File: src/rtl/calckit_pkg.sv
//------------------------------------------------------------------------------
// Module  : calckit_pkg
// Brief   : Shared constants and FSM encoding for the timer session controller.
// Rev     : 1.0  initial release
//------------------------------------------------------------------------------
`default_nettype none

package calckit_pkg;

  localparam int unsigned TSC_TW           = 4;
  localparam int unsigned TSC_MIN_T        = 5;
  localparam int unsigned TSC_MAX_T        = 15;
  localparam int unsigned TSC_DEF_T        = 10;
  localparam int unsigned TSC_COOLDOWN_CYC = 4;

  localparam int unsigned REQ_ENTRY = 0;
  localparam int unsigned REQ_ERROR = 1;

  typedef enum logic [2:0] {
    ST_IDLE     = 3'd0,
    ST_ARM      = 3'd1,
    ST_RUN      = 3'd2,
    ST_RELEASE  = 3'd3,
    ST_COOLDOWN = 3'd4
  } tsc_state_e;

endpackage

`default_nettype wire

File: src/rtl/timer_session_ctrl_if.sv
//------------------------------------------------------------------------------
// Module  : timer_session_ctrl_if
// Brief   : Requester, configuration and timer signals of the session controller.
// Rev     : 1.0  initial release
//------------------------------------------------------------------------------
`default_nettype none

interface timer_session_ctrl_if;
  import calckit_pkg::*;

  logic              cfg_inc_i;
  logic              cfg_dec_i;
  logic [1:0]        req_i;
  logic [TSC_TW-1:0] tmr_time_left_i;
  logic              tmr_done_i;
  logic              tmr_start_o;
  logic [TSC_TW-1:0] tmr_cfg_time_o;
  logic [TSC_TW-1:0] cfg_time_o;
  logic [1:0]        grant_o;
  logic              busy_o;
  logic [1:0]        timeout_o;
  logic [1:0]        early_done_o;
  logic [TSC_TW-1:0] left_at_finish_o;

  modport slave (
    input  cfg_inc_i, cfg_dec_i, req_i, tmr_time_left_i, tmr_done_i,
    output tmr_start_o, tmr_cfg_time_o, cfg_time_o, grant_o, busy_o,
           timeout_o, early_done_o, left_at_finish_o
  );

  modport master (
    output cfg_inc_i, cfg_dec_i, req_i, tmr_time_left_i, tmr_done_i,
    input  tmr_start_o, tmr_cfg_time_o, cfg_time_o, grant_o, busy_o,
           timeout_o, early_done_o, left_at_finish_o
  );

endinterface

`default_nettype wire

File: src/rtl/tsc_dur_cfg.sv
//------------------------------------------------------------------------------
// Module  : tsc_dur_cfg
// Brief   : Saturating inc/dec register holding the user-configured duration.
// Rev     : 1.0  initial release
//------------------------------------------------------------------------------
`default_nettype none

module tsc_dur_cfg
  import calckit_pkg::*;
#(
  parameter int unsigned MIN_T = TSC_MIN_T,
  parameter int unsigned MAX_T = TSC_MAX_T,
  parameter int unsigned DEF_T = TSC_DEF_T
) (
  input  logic              clk,
  input  logic              rst_n,
  input  logic              inc_i,
  input  logic              dec_i,
  output logic [TSC_TW-1:0] dur_o
);

  localparam logic [TSC_TW-1:0] MIN_V = TSC_TW'(MIN_T);
  localparam logic [TSC_TW-1:0] MAX_V = TSC_TW'(MAX_T);
  localparam logic [TSC_TW-1:0] DEF_V = TSC_TW'(DEF_T);

  logic [TSC_TW-1:0] dur_q, dur_d;

  // Simultaneous inc and dec cancel out.
  always_comb begin
    dur_d = dur_q;
    if (inc_i && !dec_i && (dur_q < MAX_V)) begin
      dur_d = dur_q + 1'b1;
    end else if (dec_i && !inc_i && (dur_q > MIN_V)) begin
      dur_d = dur_q - 1'b1;
    end
  end

  always_ff @(posedge clk or negedge rst_n) begin
    if (!rst_n) begin
      dur_q <= DEF_V;
    end else begin
      dur_q <= dur_d;
    end
  end

  assign dur_o = dur_q;

endmodule

`default_nettype wire

File: src/rtl/timer_session_ctrl.sv
//------------------------------------------------------------------------------
// Module  : timer_session_ctrl
// Brief   : Arbitrates the shared countdown timer between two requesters.
//           TSC_COOLDOWN_EN adds a COOLDOWN_CYC idle gap after each session.
// Rev     : 1.0  initial release
//------------------------------------------------------------------------------
`default_nettype none

module timer_session_ctrl
  import calckit_pkg::*;
#(
  parameter int unsigned MIN_T = TSC_MIN_T,
  parameter int unsigned MAX_T = TSC_MAX_T,
  parameter int unsigned DEF_T = TSC_DEF_T
`ifdef TSC_COOLDOWN_EN
  , parameter int unsigned COOLDOWN_CYC = TSC_COOLDOWN_CYC
`endif
) (
  input logic                 clk,
  input logic                 rst_n,
  timer_session_ctrl_if.slave bus
);

  localparam logic [TSC_TW-1:0] DEF_V = TSC_TW'(DEF_T);

  tsc_state_e        state_q, state_d;
  logic [1:0]        grant_q, grant_d;
  logic              tmr_start_q, tmr_start_d;
  logic [TSC_TW-1:0] tmr_cfg_q, tmr_cfg_d;
  logic [1:0]        timeout_q, timeout_d;
  logic [1:0]        early_q, early_d;
  logic [TSC_TW-1:0] left_q, left_d;
  logic              busy_q, busy_d;
  logic              rel_cnt_q, rel_cnt_d;
  logic [1:0]        blocked_q, blocked_d;
  logic [1:0]        eligible;
  logic [TSC_TW-1:0] cfg_time;

`ifdef TSC_COOLDOWN_EN
  localparam int unsigned CDW = (COOLDOWN_CYC > 1) ? $clog2(COOLDOWN_CYC) : 1;
  logic [CDW-1:0] cd_cnt_q, cd_cnt_d;
`endif

  tsc_dur_cfg #(
    .MIN_T (MIN_T),
    .MAX_T (MAX_T),
    .DEF_T (DEF_T)
  ) u_dur_cfg (
    .clk   (clk),
    .rst_n (rst_n),
    .inc_i (bus.cfg_inc_i),
    .dec_i (bus.cfg_dec_i),
    .dur_o (cfg_time)
  );

  // A requester that timed out must drop req before it can be granted again.
  assign eligible = bus.req_i & ~blocked_q;

  always_comb begin
    state_d     = state_q;
    grant_d     = grant_q;
    tmr_start_d = tmr_start_q;
    tmr_cfg_d   = tmr_cfg_q;
    timeout_d   = 2'b00;
    early_d     = 2'b00;
    left_d      = left_q;
    rel_cnt_d   = rel_cnt_q;
    blocked_d   = blocked_q & bus.req_i;
`ifdef TSC_COOLDOWN_EN
    cd_cnt_d    = cd_cnt_q;
`endif
    case (state_q)
      ST_IDLE: begin
        tmr_start_d = 1'b0;
        if (eligible[REQ_ENTRY]) begin
          grant_d   = 2'b01;
          tmr_cfg_d = cfg_time;
          state_d   = ST_ARM;
        end else if (eligible[REQ_ERROR]) begin
          grant_d   = 2'b10;
          tmr_cfg_d = cfg_time;
          state_d   = ST_ARM;
        end
      end
      ST_ARM: begin
        tmr_start_d = 1'b1;
        state_d     = ST_RUN;
      end
      ST_RUN: begin
        if (bus.tmr_done_i) begin
          timeout_d   = grant_q;
          left_d      = '0;
          tmr_start_d = 1'b0;
          blocked_d   = blocked_d | grant_q;
          rel_cnt_d   = 1'b0;
          state_d     = ST_RELEASE;
        end else if ((bus.req_i & grant_q) == 2'b00) begin
          early_d     = grant_q;
          left_d      = bus.tmr_time_left_i;
          tmr_start_d = 1'b0;
          rel_cnt_d   = 1'b0;
          state_d     = ST_RELEASE;
        end
      end
      ST_RELEASE: begin
        // Two cycles of start low swallow any stray re-arm from the timer.
        tmr_start_d = 1'b0;
        if (rel_cnt_q) begin
          grant_d = 2'b00;
`ifdef TSC_COOLDOWN_EN
          cd_cnt_d = '0;
          state_d  = ST_COOLDOWN;
`else
          state_d  = ST_IDLE;
`endif
        end else begin
          rel_cnt_d = 1'b1;
        end
      end
`ifdef TSC_COOLDOWN_EN
      ST_COOLDOWN: begin
        if (cd_cnt_q == CDW'(COOLDOWN_CYC - 1)) begin
          state_d = ST_IDLE;
        end else begin
          cd_cnt_d = cd_cnt_q + 1'b1;
        end
      end
`endif
      default: begin
        state_d     = ST_IDLE;
        grant_d     = 2'b00;
        tmr_start_d = 1'b0;
      end
    endcase
    busy_d = (state_d != ST_IDLE);
  end

  always_ff @(posedge clk or negedge rst_n) begin
    if (!rst_n) begin
      state_q     <= ST_IDLE;
      grant_q     <= 2'b00;
      tmr_start_q <= 1'b0;
      tmr_cfg_q   <= DEF_V;
      timeout_q   <= 2'b00;
      early_q     <= 2'b00;
      left_q      <= '0;
      busy_q      <= 1'b0;
      rel_cnt_q   <= 1'b0;
      blocked_q   <= 2'b00;
    end else begin
      state_q     <= state_d;
      grant_q     <= grant_d;
      tmr_start_q <= tmr_start_d;
      tmr_cfg_q   <= tmr_cfg_d;
      timeout_q   <= timeout_d;
      early_q     <= early_d;
      left_q      <= left_d;
      busy_q      <= busy_d;
      rel_cnt_q   <= rel_cnt_d;
      blocked_q   <= blocked_d;
    end
  end

`ifdef TSC_COOLDOWN_EN
  always_ff @(posedge clk or negedge rst_n) begin
    if (!rst_n) begin
      cd_cnt_q <= '0;
    end else begin
      cd_cnt_q <= cd_cnt_d;
    end
  end
`endif

  assign bus.tmr_start_o      = tmr_start_q;
  assign bus.tmr_cfg_time_o   = tmr_cfg_q;
  assign bus.cfg_time_o       = cfg_time;
  assign bus.grant_o          = grant_q;
  assign bus.busy_o           = busy_q;
  assign bus.timeout_o        = timeout_q;
  assign bus.early_done_o     = early_q;
  assign bus.left_at_finish_o = left_q;

endmodule

`default_nettype wire

File: src/flat_wrapper.sv
// flat-port wrapper written by rule: the top's interface ports become plain ports
module timer_session_ctrl_flat import calckit_pkg::*;
#(
  parameter int unsigned MIN_T = TSC_MIN_T,
  parameter int unsigned MAX_T = TSC_MAX_T,
  parameter int unsigned DEF_T = TSC_DEF_T

)
  (clk, rst_n, bus_cfg_inc_i, bus_cfg_dec_i, bus_req_i, bus_tmr_time_left_i, bus_tmr_done_i, bus_tmr_start_o, bus_tmr_cfg_time_o, bus_cfg_time_o, bus_grant_o, bus_busy_o, bus_timeout_o, bus_early_done_o, bus_left_at_finish_o);
  timer_session_ctrl_if bus_i ();
  input logic clk;
  input logic rst_n;
  input wire logic [$bits(bus_i.cfg_inc_i)-1:0] bus_cfg_inc_i;
  input wire logic [$bits(bus_i.cfg_dec_i)-1:0] bus_cfg_dec_i;
  input wire logic [$bits(bus_i.req_i)-1:0] bus_req_i;
  input wire logic [$bits(bus_i.tmr_time_left_i)-1:0] bus_tmr_time_left_i;
  input wire logic [$bits(bus_i.tmr_done_i)-1:0] bus_tmr_done_i;
  output wire logic [$bits(bus_i.tmr_start_o)-1:0] bus_tmr_start_o;
  output wire logic [$bits(bus_i.tmr_cfg_time_o)-1:0] bus_tmr_cfg_time_o;
  output wire logic [$bits(bus_i.cfg_time_o)-1:0] bus_cfg_time_o;
  output wire logic [$bits(bus_i.grant_o)-1:0] bus_grant_o;
  output wire logic [$bits(bus_i.busy_o)-1:0] bus_busy_o;
  output wire logic [$bits(bus_i.timeout_o)-1:0] bus_timeout_o;
  output wire logic [$bits(bus_i.early_done_o)-1:0] bus_early_done_o;
  output wire logic [$bits(bus_i.left_at_finish_o)-1:0] bus_left_at_finish_o;
  assign bus_i.cfg_inc_i = bus_cfg_inc_i;
  assign bus_i.cfg_dec_i = bus_cfg_dec_i;
  assign bus_i.req_i = bus_req_i;
  assign bus_i.tmr_time_left_i = bus_tmr_time_left_i;
  assign bus_i.tmr_done_i = bus_tmr_done_i;
  assign bus_tmr_start_o = bus_i.tmr_start_o;
  assign bus_tmr_cfg_time_o = bus_i.tmr_cfg_time_o;
  assign bus_cfg_time_o = bus_i.cfg_time_o;
  assign bus_grant_o = bus_i.grant_o;
  assign bus_busy_o = bus_i.busy_o;
  assign bus_timeout_o = bus_i.timeout_o;
  assign bus_early_done_o = bus_i.early_done_o;
  assign bus_left_at_finish_o = bus_i.left_at_finish_o;
  timer_session_ctrl #(.MIN_T(MIN_T), .MAX_T(MAX_T), .DEF_T(DEF_T)) u_core (.clk(clk), .rst_n(rst_n), .bus(bus_i));
endmodule
File: config.mk
export PLATFORM = sky130hd
export DESIGN_NAME = timer_session_ctrl_flat
export DESIGN_NICKNAME = d
export VERILOG_FILES = /design/src/rtl/calckit_pkg.sv /design/src/rtl/timer_session_ctrl_if.sv /design/src/rtl/tsc_dur_cfg.sv /design/src/rtl/timer_session_ctrl.sv /design/src/flat_wrapper.sv
export SDC_FILE = /design/constraint.sdc
export NUM_CORES = 1
export LEC_CHECK = 0
export BUFFER_PORTS_ARGS = -buffer_cell sky130_fd_sc_hd__buf_2
export CAP_MARGIN = 20
export CORE_MARGIN = 1.5
export CORE_UTILIZATION = 50
export CTS_CLUSTER_DIAMETER = 30
export CTS_CLUSTER_SIZE = 20
export DETAILED_ROUTE_END_ITERATION = 12
export PLACE_DENSITY = 0.76
export RECOVER_POWER = 100
export SKIP_LAST_GASP = 1
export SYNTH_ARGS = -nofsm -noshare
export SYNTH_HDL_FRONTEND = slang
export SYNTH_SLANG_ARGS = --single-unit
File: constraint.sdc
create_clock -name clk -period 5.2 [get_ports clk]
set_clock_uncertainty 0.05 [all_clocks]
set_input_delay 0.52 -clock clk [delete_from_list [all_inputs] [get_ports clk]]
set_output_delay 0.52 -clock clk [all_outputs]
set_load 0.005 [all_outputs]
Word-level counts from Yosys, hierarchy flattened
Index checks and enable logic that the tools add are counted.
Widths: inputs -> output; s select.
- add/subtract/negate cells: 2
- order comparisons: 2
- equal/unequal tests: 6
- mux-type cells: 27
- bitwise logic cells: 6
- reduce and logical (&&, ||, !) cells: 18
- operator list (kind ; count):
    $mux 4 ; 6
    $mux 2 ; 10
    $mux 3 ; 5
    $pmux 3 s4 ; 1
    $reduce_bool 2->1 ; 4
    $and 2x2->2 ; 3
    $eq 3x2->1 const B ; 2
    $pmux 2 s3 ; 1
    $reduce_and 2->1 ; 3
    $add 4x1->4 const B ; 1
    $gt 4x3->1 const B ; 1
    $logic_and 1x1->1 ; 4
    $lt 4x4->1 const B ; 1
    $pmux 1 s2 ; 2
    $sub 4x1->4 const B ; 1
    $eq 3x1->1 const B ; 1
    $logic_not 3->1 ; 1
    $ne 3x1->1 const B ; 1
    $ne 3x2->1 const B ; 1
    $reduce_and 3->1 ; 1
    $reduce_bool 3->1 ; 1
    $logic_not 1->1 ; 2
    $logic_not 2->1 ; 1
    $mux 1 ; 2
    5 further kinds ; 5
- bits in registers: 26
- output and inout bits: 20
- logic and storage cells: 72

Longest topological paths before layout
Gate-level depths: netlist of run 1.
- depth in word-level cells: 6
- gate-level depth with buffers: 7
- gate-level depth less buffers: 7

By module
From an unflattened synthesis of run 1, not the netlist that was laid out.
- cells, all modules: 107
- area total of the unflattened synthesis: 1297.5 um2
- modules (own cells, without submodules) (module ; instances ; cells an instance ; area each (um2) ; seq. area each (um2)):
    timer_session_ctrl ; 1 ; 81 ; 999.7 ; 553.0
    tsc_dur_cfg ; 1 ; 26 ; 297.8 ; 102.6

Least setup slack after synthesis of run 1
Ideal clock, no wire load.
- path type: register -> register
- start point: reg u_core.u_dur_cfg.dur_q[1] (netlist: u_core.u_dur_cfg.dur_o[1])
- end point: reg u_core.u_dur_cfg.dur_q[3] (netlist: u_core.u_dur_cfg.dur_o[3])
- setup time: 0.083 ns
- data arrival time: 2.062 ns
- setup slack: 3.004 ns
- stages on the path, launching flop included: 8
- period minus slack after synthesis: 2.196 ns
- cell sequence: dfstp_2 > a41oi_1 > nand2_1 > ha_1 > a21o_1 > a21oi_2 > mux2_4 > a221o_1
- word-level cells in the longest chain between the ends: 3
- RTL lines (element ; line ; source):
    start, declared ; tsc_dur_cfg.sv:26 ; logic [TSC_TW-1:0] dur_q, dur_d;
    start signal, assigned ; tsc_dur_cfg.sv:42 ; dur_q <= dur_d;
    $sub 4x1->4, or another cell as far along ; tsc_dur_cfg.sv:34 ; dur_d = dur_q - 1'b1;
    $mux 4, or another cell as far along ; tsc_dur_cfg.sv:33 ; end else if (dec_i && !inc_i && (dur_q > MIN_V)) begin
    $mux 4 or $reduce_bool 2->1 (tied branches) ; - ;
Several ways; a longest one is shown, not always the timed one. The select of a mux whose other input is x is not followed.
A chain may end at the register's enable or synchronous reset.

Worst setup path in the final report of run 1
Same ends and word-level chain as after synthesis.

==> results of run 1 <==
==> cell families (layout without fill, tap and decap cells) <==
family | after synthesis | count (layout) | synth area share [%]
simple gates | 32 | 32 | 15.27
mux | 7 | 7 | 6.810
buf+inv | 3 | 35 | 1.135
fa+ha+maj | 3 | 3 | 3.715
xor+xnor | 2 | 2 | 1.445
compound gates | 29 | 29 | 17.23
flops | 26 | 26 | 54.08
other cells | 1 | 1 | 0.3093
==> state kept, by name, summed over array words and instances, names as in the netlist <==
name,count
u_core.bus.left_at_finish_o,4
u_core.bus.grant_o,2
u_core.state_q,3
u_core.bus.timeout_o,2
u_core.bus.tmr_start_o,1
u_core.rel_cnt_q,1
u_core.blocked_q,2
u_core.bus.tmr_cfg_time_o,4
u_core.u_dur_cfg.dur_o,4
u_core.bus.early_done_o,2
u_core.bus.busy_o,1
==> worst max-delay path by stage <==
stage / slack, ps / to / startpoint
after global routing: 2500 / u_core.u_dur_cfg.dur_o[3]$_DFFE_PN1P_ / u_core.u_dur_cfg.dur_o[1]$_DFFE_PN1P_
final: 2730 / u_core.u_dur_cfg.dur_o[3]$_DFFE_PN1P_ / u_core.u_dur_cfg.dur_o[1]$_DFFE_PN1P_
after detailed placement: 2810 / u_core.u_dur_cfg.dur_o[3]$_DFFE_PN1P_ / bus_cfg_dec_i
after global placement: 2870 / u_core.u_dur_cfg.dur_o[3]$_DFFE_PN1P_ / bus_cfg_dec_i
after CTS: 2880 / u_core.u_dur_cfg.dur_o[3]$_DFFE_PN1P_ / u_core.u_dur_cfg.dur_o[1]$_DFFE_PN1P_
after floorplan: 3000 / u_core.u_dur_cfg.dur_o[3]$_DFFE_PN1P_ / u_core.u_dur_cfg.dur_o[1]$_DFFE_PN1P_
==> power by group <==
part	leakage [uW]	total [uW]	switching (uW)	internal, uW
Combinational	0.000314	240	112	128
Clock	0.0000150	83.5	53.5	29.9
Sequential	0.000321	349	73.1	276
==> routing by layer <==
| metal | wire length [um] | share of wire, % | up-vias | track usage, % |
|---|---|---|---|---|
| met1 | 1047 | 48 | 444 | 25.52 |
| met4 | 14 | 0.64 | 0 | 6.838 |
| met3 | 90 | 4.1 | 2 | 3.429 |
| li1 | - | - | 441 | - |
| met2 | 1037 | 47 | 28 | 28.48 |
| met5 | 0 | 0 | - | 0 |
==> final cells by class <==
class                      count  area (um^2)
clock buffer                   4        26.28
sequential                    26        655.6
multi-input combinational     74        523.0
inverter                       1        3.754
fill                         206        873.3
tap                           28        35.03
timing repair buffer          30        137.6
==> per-stage QoR <==
step	hold slack [ps]	power, uW
floorplan	174.4	511.3
finish	390.9	672.2
global placement	414.6	598.7
CTS	128.8	696.6
global route	370.1	732.3
detailed placement	427.0	610.1
==> layout by cell type (no fill, tap or decap), types with 3 or more instances in the layout <==
cell,netlist,layout
dfrtp_1,22,22
buf_2,2,20
clkbuf_1,0,10
nand2_1,9,9
o21ai_0,5,7
nor2b_1,6,6
a31oi_1,5,5
a21oi_1,4,5
nand2b_1,4,4
a21o_1,3,3
mux2_1,3,3
mux2_2,3,3
clkbuf_4,0,3
==> critical path, cell delays in order, from the launching register on <==
cell     delay, ps
dfstp_1        690
a41oi_1        150
nand2_1        180
ha_1           260
a21o_1         180
a21oi_1        280
mux2_4         330
a221o_1        290
==> impl_results.md, run 1 <==
- Run status: finished, final reports clean
- Layout Nets: 150
- Total iterations of the first detailed-routing run: 4
- Rows: 17
- Post-Synthesis Cells: about 100
- Crit share post-route: between 40 and 50%
- Clock transition at path regs: between 100 and 150 ps
- Final Hold Fails: 0
- Port bufs: 30
- Hold depth: 2
- Post-CTS Setup Bufs: 0
- Proportion of layout cells with a drive suffix above 1: a little under a quarter
- Area leader, netlist: dfrtp_1
- Starting Density: a little over half
- DR WL/cell: 13.44 um
- Global Route Usage Sum: a little under a fifth
- Area contributors post-synth: dfrtp_1, dfstp_2, nor2b_1
- # resized after CTS: 0
- Dpl cell area: approximately 0.0014 mm^2
- Final Cell Area: approximately 0.0014 mm^2
- Final Non-Filler Cells: around 160
- Avg Inst Size Synth: about 12 um^2
- Antenna cells: 0
- HP Class: primary input to flop
- Worst slew pin tran: ~1300 ps
- DRT Wirelength: roughly 2200 um
- HP Start: bus_req_i[1]
- Sequential share of the synthesized area: 54.08%
- Largest net degree at the start of global routing: 27
- Setup_tns: 0 ps
- Starting DRT DRC Count: 17
- Syn nets: about 120
- CP endpoint kind: flop
- Max-slew violations: 0
- Die width: ~52 um
- CTS tree: built
- Mapped cell area: about 0.0012 mm^2
- RSZ-0062 raised after global routing: no
- VDD IR max: ~340 uV
- Sink Count: 26
- Worst setup margin: 2729 ps
- Gpl congestion: 0.7355
- Core Area: between 0.002 and 0.0025 mm^2
- CTS buffer count: 3
- Crit Reg-Reg Startpoint: u_core.u_dur_cfg.dur_o[1]$_DFFE_PN1P_
- Yosys top cell area share: a little under half
- Hpwl dp: between 1500 and 2000 um
- Clock period minus worst slack: between 2000 and 2500 ps
- P_leak: between 0.0006 and 0.0007 uW
- R2r setup slk: approximately 2700 ps
- Post-synth EDFFs: 0
- Count leader, synth: dfrtp_1
- PD cells: slightly below 500 mW/mm^2
- I/O pins: 31
- Worst Path Max Fanout: 9
- Hold_buf cts: 0
- Util after Layout: between 60% and 70%
- Setup violators final: 0
- Vias in the first global route: between 800 and 900
- Aggregate global routing overflow: 0
- Max-cap violations: 0
- First-pass GRT wire length: 3670 um
- CTS H-tree depth: 1
- Root buffer cell: clkbuf_4
- #FFs+latches synth: 26
- Initial antenna violation count: 0
- Worst-Skew Late Latency: 310 ps
- Layout area overhead: 13.93%
- Count of different cell masters after synthesis: 40
- Required time worst endpoint: 5400 ps
- Max_slew headroom: 14.16%
- Placed Cells: 159
- DRT antenna net count: 0
- CP startpoint kind: flop
- Ys flop type: dfrtp_1
- Yosys warnings: 0
- Reg2Reg Depth: 7
- Worst Path Arrival: 2670 ps
- Hold endpoint: u_core.blocked_q[1]$_DFF_PN0_
- Fmax: slightly above 0.4 GHz
- R2r endpoint: u_core.u_dur_cfg.dur_o[3]$_DFFE_PN1P_
- Via/cell ratio: approximately 5.6
- Critical path class: flop to flop
- Die area: ~0.0027 mm^2
- DIE HEIGHT: 52.24 um
- Top cells by instance count after synthesis: dfrtp_1, nand2_1, nor2b_1
- Via count: 915
- Share of flip-flops with an asynchronous set or reset: between 90% and 100%
- Worst slack at placement: 2809 ps
- Post-route DRC: 0
- Max clock buf depth: 2
No activity file was read; power rests on OpenSTA's default activity.
==> run 2, diff against run 1 <==
--- a/config.mk
+++ b/config.mk
@@ -8,11 +8,11 @@
 export BUFFER_PORTS_ARGS = -buffer_cell sky130_fd_sc_hd__buf_2
 export CAP_MARGIN = 20
 export CORE_MARGIN = 1.5
-export CORE_UTILIZATION = 50
+export CORE_UTILIZATION = 46
 export CTS_CLUSTER_DIAMETER = 30
 export CTS_CLUSTER_SIZE = 20
 export DETAILED_ROUTE_END_ITERATION = 12
-export PLACE_DENSITY = 0.76
+export PLACE_DENSITY = 0.74
 export RECOVER_POWER = 100
 export SKIP_LAST_GASP = 1
 export SYNTH_ARGS = -nofsm -noshare
==> constraint.sdc (replaced) <==
create_clock -name clk -period 2.2 [get_ports clk]
set_clock_uncertainty 0.05 [all_clocks]
set_input_delay 0.22 -clock clk [delete_from_list [all_inputs] [get_ports clk]]
set_output_delay 0.22 -clock clk [all_outputs]
set_load 0.005 [all_outputs]
==> run 2 against run 1 <==
Net effect: sequential cell count unchanged; final cell count rose by 5.5%; non-clock buffer count rose by 7; die area increased by 8.2%; setup slack got worse by 2700 ps; clock-buffer cell count down 1; critical path depth is the same; global-route usage rose by 0.87 points; routed wire length grew 12%; first-iteration DRC count fell by 29%; critical path type unchanged; critical endpoint unchanged.
==> impl_results.md, run 2 (synthesis gave the netlist of run 1 again) <==
- Root buffer cell: clkbuf_4
- Worst Path Max Fanout: 3 (-6)
- CP endpoint kind: flop
- DRT Wirelength: 2461 um (+12%)
- CTS buffer count: 3 (unchanged)
- Max clock buf depth: 2 (unchanged)
- Final Cell Area: 0.001463 mm^2 (+5.9%)
- Vias in the first global route: 939 (+12%)
- Clock transition at path regs: 130 ps (about the same)
- Worst slew pin tran: 1317 ps (+29.46 ps)
- Final Hold Fails: 0 (unchanged)
- Worst setup margin: 64.82 ps (-2665 ps)
- Max-cap violations: 0 (unchanged)
- Initial antenna violation count: 0 (unchanged)
- Die width: 54.34 um (+4.0%)
- Commonest non-fill, non-tap cell in the layout: dfrtp_1
- First-pass GRT wire length: 4015 um (+9.4%)
- Starting DRT DRC Count: 12 (-5)
- Dpl cell area: 0.001428 mm^2 (+2.9%)
- Hpwl dp: 1837 um (+15%)
- Worst-Skew Late Latency: 310 ps (about the same)
- CTS tree: built
- Rows: 18 (+1)
- DR WL/cell: 14.31 um (+6.5%)
- Port bufs: 30 (unchanged)
- Die area: 0.002953 mm^2 (+8.2%)
- Critical path class: flop to flop
- Post-route DRC: 0 (unchanged)
- Layout area overhead: 20.64%
- Aggregate global routing overflow: 0 (unchanged)
- Crit share post-route: 97.05% (+50 points)
- Worst Path Arrival: 2340 ps (-330 ps)
- Run status: finished, final reports clean
- Core Area: 0.002477 mm^2 (+9.9%)
- Most frequent cells in the layout: dfrtp_1, buf_2, clkbuf_1, nand2_1, o21ai_0
- Proportion of layout cells with a drive suffix above 1: 23.94% (+0.98 points)
- CP startpoint kind: flop
- Required time worst endpoint: 2400 ps (-3000 ps)
- Total iterations of the first detailed-routing run: 4 (unchanged)
- Sink Count: 26 (unchanged)
- DRT antenna net count: 0 (unchanged)
- VDD IR max: 792.4 uV (+130%)
- Total power draw: 1798 uW (+170%)
- Clock period minus worst slack: 2135 ps (-335.4 ps)
- I/O pins: 31 (unchanged)
- Setup_tns: 0 ps (unchanged)
- HP Class: primary input to flop
- P_leak: 0.0006797 uW (+4.6%)
- Largest net degree at the start of global routing: 27 (unchanged)
- PD cells: 1229 mW/mm^2 (+150%)
- RSZ-0062 raised after global routing: no
- Starting Density: 48.94% (-4.8 points)
- CTS H-tree depth: 1 (unchanged)
- Via count: 963 (+5.2%)
- Antenna cells: 0 (unchanged)
- Setup violators final: 0 (unchanged)
- Layout Nets: 157 (+4.7%)
- Via/cell ratio: 5.599 (-0.26%)
- DIE HEIGHT: 54.34 um (+4.0%)
- Fmax: 0.4683 GHz (+16%)
- Max_slew headroom: 12.20% (-2.0 points)
- Gpl congestion: 0.7667 (+4.2%)
- Fillers: 234 (+14%)
- Worst slack at placement: 86.92 ps (-2722 ps)
- Global Route Usage Sum: 19.15% (+0.87 points)
- Max-slew violations: 0 (unchanged)
run 2: report_power, final:
group | switching [uW] | internal, uW | total (uW) | leakage, uW
Sequential | 116 | 650 | 767 | 0.000321
Combinational | 361 | 352 | 713 | 0.000331
Clock | 134 | 184 | 318 | 0.0000279
run 2: area by class of cell:
cell class,count,area (um^2),area share (%)
sequential,26,655.6,44.82
multi-input combinational,74,530.5,36.27
timing repair buffer,37,182.7,12.49
tap,30,37.54,2.566
clock inverter,1,30.03,2.053
clock buffer,3,22.52,1.540
inverter,1,3.754,0.2566
run 2: what timing repair did:
item / CTS / global route
setup endpoints to repair: 0 / 1
resized for setup: 0 / 1
hold buffers: 1 / 0
endpoints found under the hold margin: 22 / 0
setup buffers: 0 / 1
run 2: path summary, 6_finish.rpt:
check	start	endpoint	slack (ps)	cells after the start
max	u_core.u_dur_cfg.dur_o[1]$_DFFE_PN1P_	u_core.u_dur_cfg.dur_o[3]$_DFFE_PN1P_	60	7
min	bus_req_i[1]	u_core.blocked_q[1]$_DFF_PN0_	80	2
max reg2reg	u_core.u_dur_cfg.dur_o[1]$_DFFE_PN1P_	u_core.u_dur_cfg.dur_o[3]$_DFFE_PN1P_	60	7
min reg2reg	u_core.blocked_q[1]$_DFF_PN0_	u_core.blocked_q[1]$_DFF_PN0_	450	1
max in group asynchronous	rst_n	u_core.bus.grant_o[0]$_DFFE_PN0P_	680	2
min in group asynchronous	rst_n	u_core.bus.left_at_finish_o[1]$_DFFE_PN0P_	650	2
run 2: metrics by stage:
stage / instances / utilization, % / hold slack (ps)
4_1_cts: 171 / 60.15 / 82.09
2_1_floorplan: 103 / - / -125.6
6_report: 172 / 59.04 / 79.26
3_5_place_dp: 166 / 57.63 / 185.5
5_1_grt: 172 / 59.04 / 63.88
3_3_place_gp: 166 / 57.63 / 189.9
run 2: layer usage:
layer  global-route usage (%)  up-vias  part of all wire, %
li1                         -      455                    -
met1                    22.26      480                   44
met2                    34.14       26                   51
met3                    3.279        2                  4.4
met4                    8.750        0                 0.49
met5                        0        -                    0
run 2: worst max-delay path, cell delays in order (launching register included):
cell,delay (ps)
dfstp_1,560
a41oi_2,120
nand2_1,110
ha_1,230
a21o_1,190
a21oi_2,200
mux2_4,320
a221o_1,300
==> run 3, diff against run 2 <==
--- a/config.mk
+++ b/config.mk
@@ -12,6 +12,7 @@
 export CTS_CLUSTER_DIAMETER = 30
 export CTS_CLUSTER_SIZE = 20
 export DETAILED_ROUTE_END_ITERATION = 12
+export GPL_TIMING_DRIVEN = 0
 export PLACE_DENSITY = 0.74
 export RECOVER_POWER = 100
 export SKIP_LAST_GASP = 1
==> run 3 against run 2 <==
Net effect: register-to-register slack improved by 40 ps; cell area rose by 0.26%; worst hold slack gained 4.5 ps; clock-buffer cell count grew 1; highest routed layer unchanged.
==> impl_results.md, run 3 (synthesis gave the netlist of run 1 again) <==
- Layout Nets: 159 (+1.3%)
- CP startpoint kind: flop
- Buf/Inv on CP: 0 (unchanged)
- Setup violators final: 0 (unchanged)
- CP peak stage delay: 570 ps (about the same)
- Max clock buf depth: 2 (unchanged)
- Placed Cells: 163 (-1.8%)
- Setup_tns: 0 ps (unchanged)
- Port bufs: 30 (unchanged)
- Clock transition at path regs: 130 ps (about the same)
- HP Start: bus_req_i[0]
- Post-route DRC: 0 (unchanged)
- Slowest CP cell: dfstp_1
- DR WL/cell: 13.87 um (-3.0%)
- Antenna cells: 0 (unchanged)
- Required time worst endpoint: 2410 ps (about the same)
- CTS H-tree depth: 1 (unchanged)
- I/O pins: 31 (unchanged)
- Via/cell ratio: 5.598 (about the same)
- Worst-Skew Late Latency: 310 ps (about the same)
- CTS tree: built
- Worst slew pin tran: 1320 ps (+3.387 ps)
- Hold endpoint: u_core.blocked_q[0]$_DFF_PN0_
- RSZ-0062 raised after global routing: no
- Total iterations of the first detailed-routing run: 4 (unchanged)
- Hpwl dp: 1674 um (-8.9%)
- Die area: 0.002953 mm^2 (unchanged)
- Global Route met1 Usage: 22.16% (-0.098 points)
- Gpl congestion: 0.7626 (-0.53%)
- Final Hold Fails: 0 (unchanged)
- Critical path class: flop to flop
- R2r endpoint: u_core.u_dur_cfg.dur_o[3]$_DFFE_PN1P_
- Met2 GRT Util: 30.72% (-3.4 points)
- WHS: 83.80 ps (+4.541 ps)
- Final Non-Filler Cells: 174 (+1.2%)
- CTS buffer count: 3 (unchanged)
- P_leak: 0.0006887 uW (+1.3%)
- GRT busiest layer: met2
- Dpl cell area: 0.001400 mm^2 (-1.9%)
- Commonest non-fill, non-tap cell in the layout: buf_2
- Starting DRT DRC Count: 15 (+3)
- Crit Reg-Reg Startpoint: u_core.u_dur_cfg.dur_o[3]$_DFFE_PN1P_
- Rows: 18 (unchanged)
- Layout area overhead: 20.95%
- Via count: 974 (+1.1%)
- Clock period minus worst slack: 2097 ps (-38.00 ps)
- Aggregate global routing overflow: 0 (unchanged)
- Hold depth: 2 (unchanged)
- Sink Count: 26 (unchanged)
- CP Cell Sequence: a41oi_2 > nand2_2 > ha_1 > a21o_1 > a21oi_2 > mux2_4 > a221o_1
- Reg2Reg Depth: 7 (unchanged)
- HP Class: primary input to flop
- Fmax: 0.4768 GHz (+1.8%)
- Initial antenna violation count: 0 (unchanged)
- CP endpoint kind: flop
- DRT antenna net count: 0 (unchanged)
- DIE HEIGHT: 54.34 um (unchanged)
- Worst Path Arrival: 2310 ps (-30 ps)
- PD cells: 1187 mW/mm^2 (-3.4%)
- Most frequent cells in the layout: buf_2, dfrtp_1, clkbuf_1, nand2_1, o21ai_0
- VDD IR max: 704.4 uV (-11%)
- Util after Layout: 59.19% (+0.15 points)
- Root buffer cell: clkbuf_4
- Run status: finished, final reports clean
- Crit share post-route: 95.33% (-1.7 points)
- Top delay family on crit path: compound AO/OA/AOI/OAI gates
- Vias in the first global route: 885 (-5.8%)
- Global Route Usage Sum: 17.83% (-1.3 points)
- Worst Path Max Fanout: 4 (+1)
- Final Cell Area: 0.001466 mm^2 (+0.26%)
- DRT Wirelength: 2414 um (-1.9%)
- Met3 Usage GRT: 2.459% (-0.82 points)
- Max-cap violations: 0 (unchanged)
- Core Area: 0.002477 mm^2 (unchanged)
- Max-slew violations: 0 (unchanged)
- Max_slew headroom: 11.97% (-0.23 points)
- Starting Density: 48.94% (unchanged)
- Die width: 54.34 um (unchanged)
- First-pass GRT wire length: 3767 um (-6.2%)
- R2r setup slk: 100 ps (+40 ps)
- Largest net degree at the start of global routing: 27 (unchanged)
- Proportion of layout cells with a drive suffix above 1: 29.17% (+5.2 points)
-- run 3: cell count changes in the layout (fill, tap and decap cells not counted), sizes merged --
cell    change
buf         +4
bufinv      -1
clkbuf      -1
-- run 3: layout make-up --
type,count,area [um^2]
clock buffers,4,36.28
fillers,234,1011
plain buffers,2,8.758
flip-flops and latches,26,658.1
well taps,30,37.54
multi-input cells,74,533.0
inverters,1,3.754
repair buffers,37,188.9
-- run 3: worst max path at each step --
stage                                                      from                                     to  slack [ps]  cells after the start
after floorplan           u_core.u_dur_cfg.dur_o[1]$_DFFE_PN1P_  u_core.u_dur_cfg.dur_o[3]$_DFFE_PN1P_           4                      7
after global placement    u_core.u_dur_cfg.dur_o[1]$_DFFE_PN1P_  u_core.u_dur_cfg.dur_o[3]$_DFFE_PN1P_         -80                      7
after detailed placement  u_core.u_dur_cfg.dur_o[1]$_DFFE_PN1P_  u_core.u_dur_cfg.dur_o[3]$_DFFE_PN1P_        -140                      7
after CTS                 u_core.u_dur_cfg.dur_o[0]$_DFFE_PN0P_  u_core.u_dur_cfg.dur_o[3]$_DFFE_PN1P_          10                      7
after global routing      u_core.u_dur_cfg.dur_o[3]$_DFFE_PN1P_  u_core.u_dur_cfg.dur_o[3]$_DFFE_PN1P_           9                      7
final                     u_core.u_dur_cfg.dur_o[3]$_DFFE_PN1P_  u_core.u_dur_cfg.dur_o[3]$_DFFE_PN1P_         100                      7
-- run 3: power breakdown --
part / total (uW) / switching (uW) / internal [uW]
clock network: 234 / 133 / 101
registers: 761 / 107 / 654
logic: 746 / 369 / 377
total: 1740 / 608 / 1130
-- run 3: through the flow --
stage                     power [uW]  worst slack (ps)
after global routing            1879             8.840
after global placement          1418            -77.40
after CTS                       1758             12.17
final                           1741             102.8
after floorplan                 1209             4.446
after detailed placement        1456            -143.7
-- run 3: routing by layer --
| metal | share of wire [%] | wire [um] |
|---|---|---|
| met2 | 47 | 1133 |
| met5 | 0 | 0 |
| met4 | 1.7 | 42 |
| met1 | 46 | 1115 |
| met3 | 5.1 | 123 |
-- run 3: what timing repair did --
item	in CTS	in global routing
endpoints found under the setup margin	1	1
pin swaps	1	0
gates resized for setup	3	1
endpoints found under the hold margin	22	0
setup buffers	4	2
cloned	0	0
hold buffers	1	0
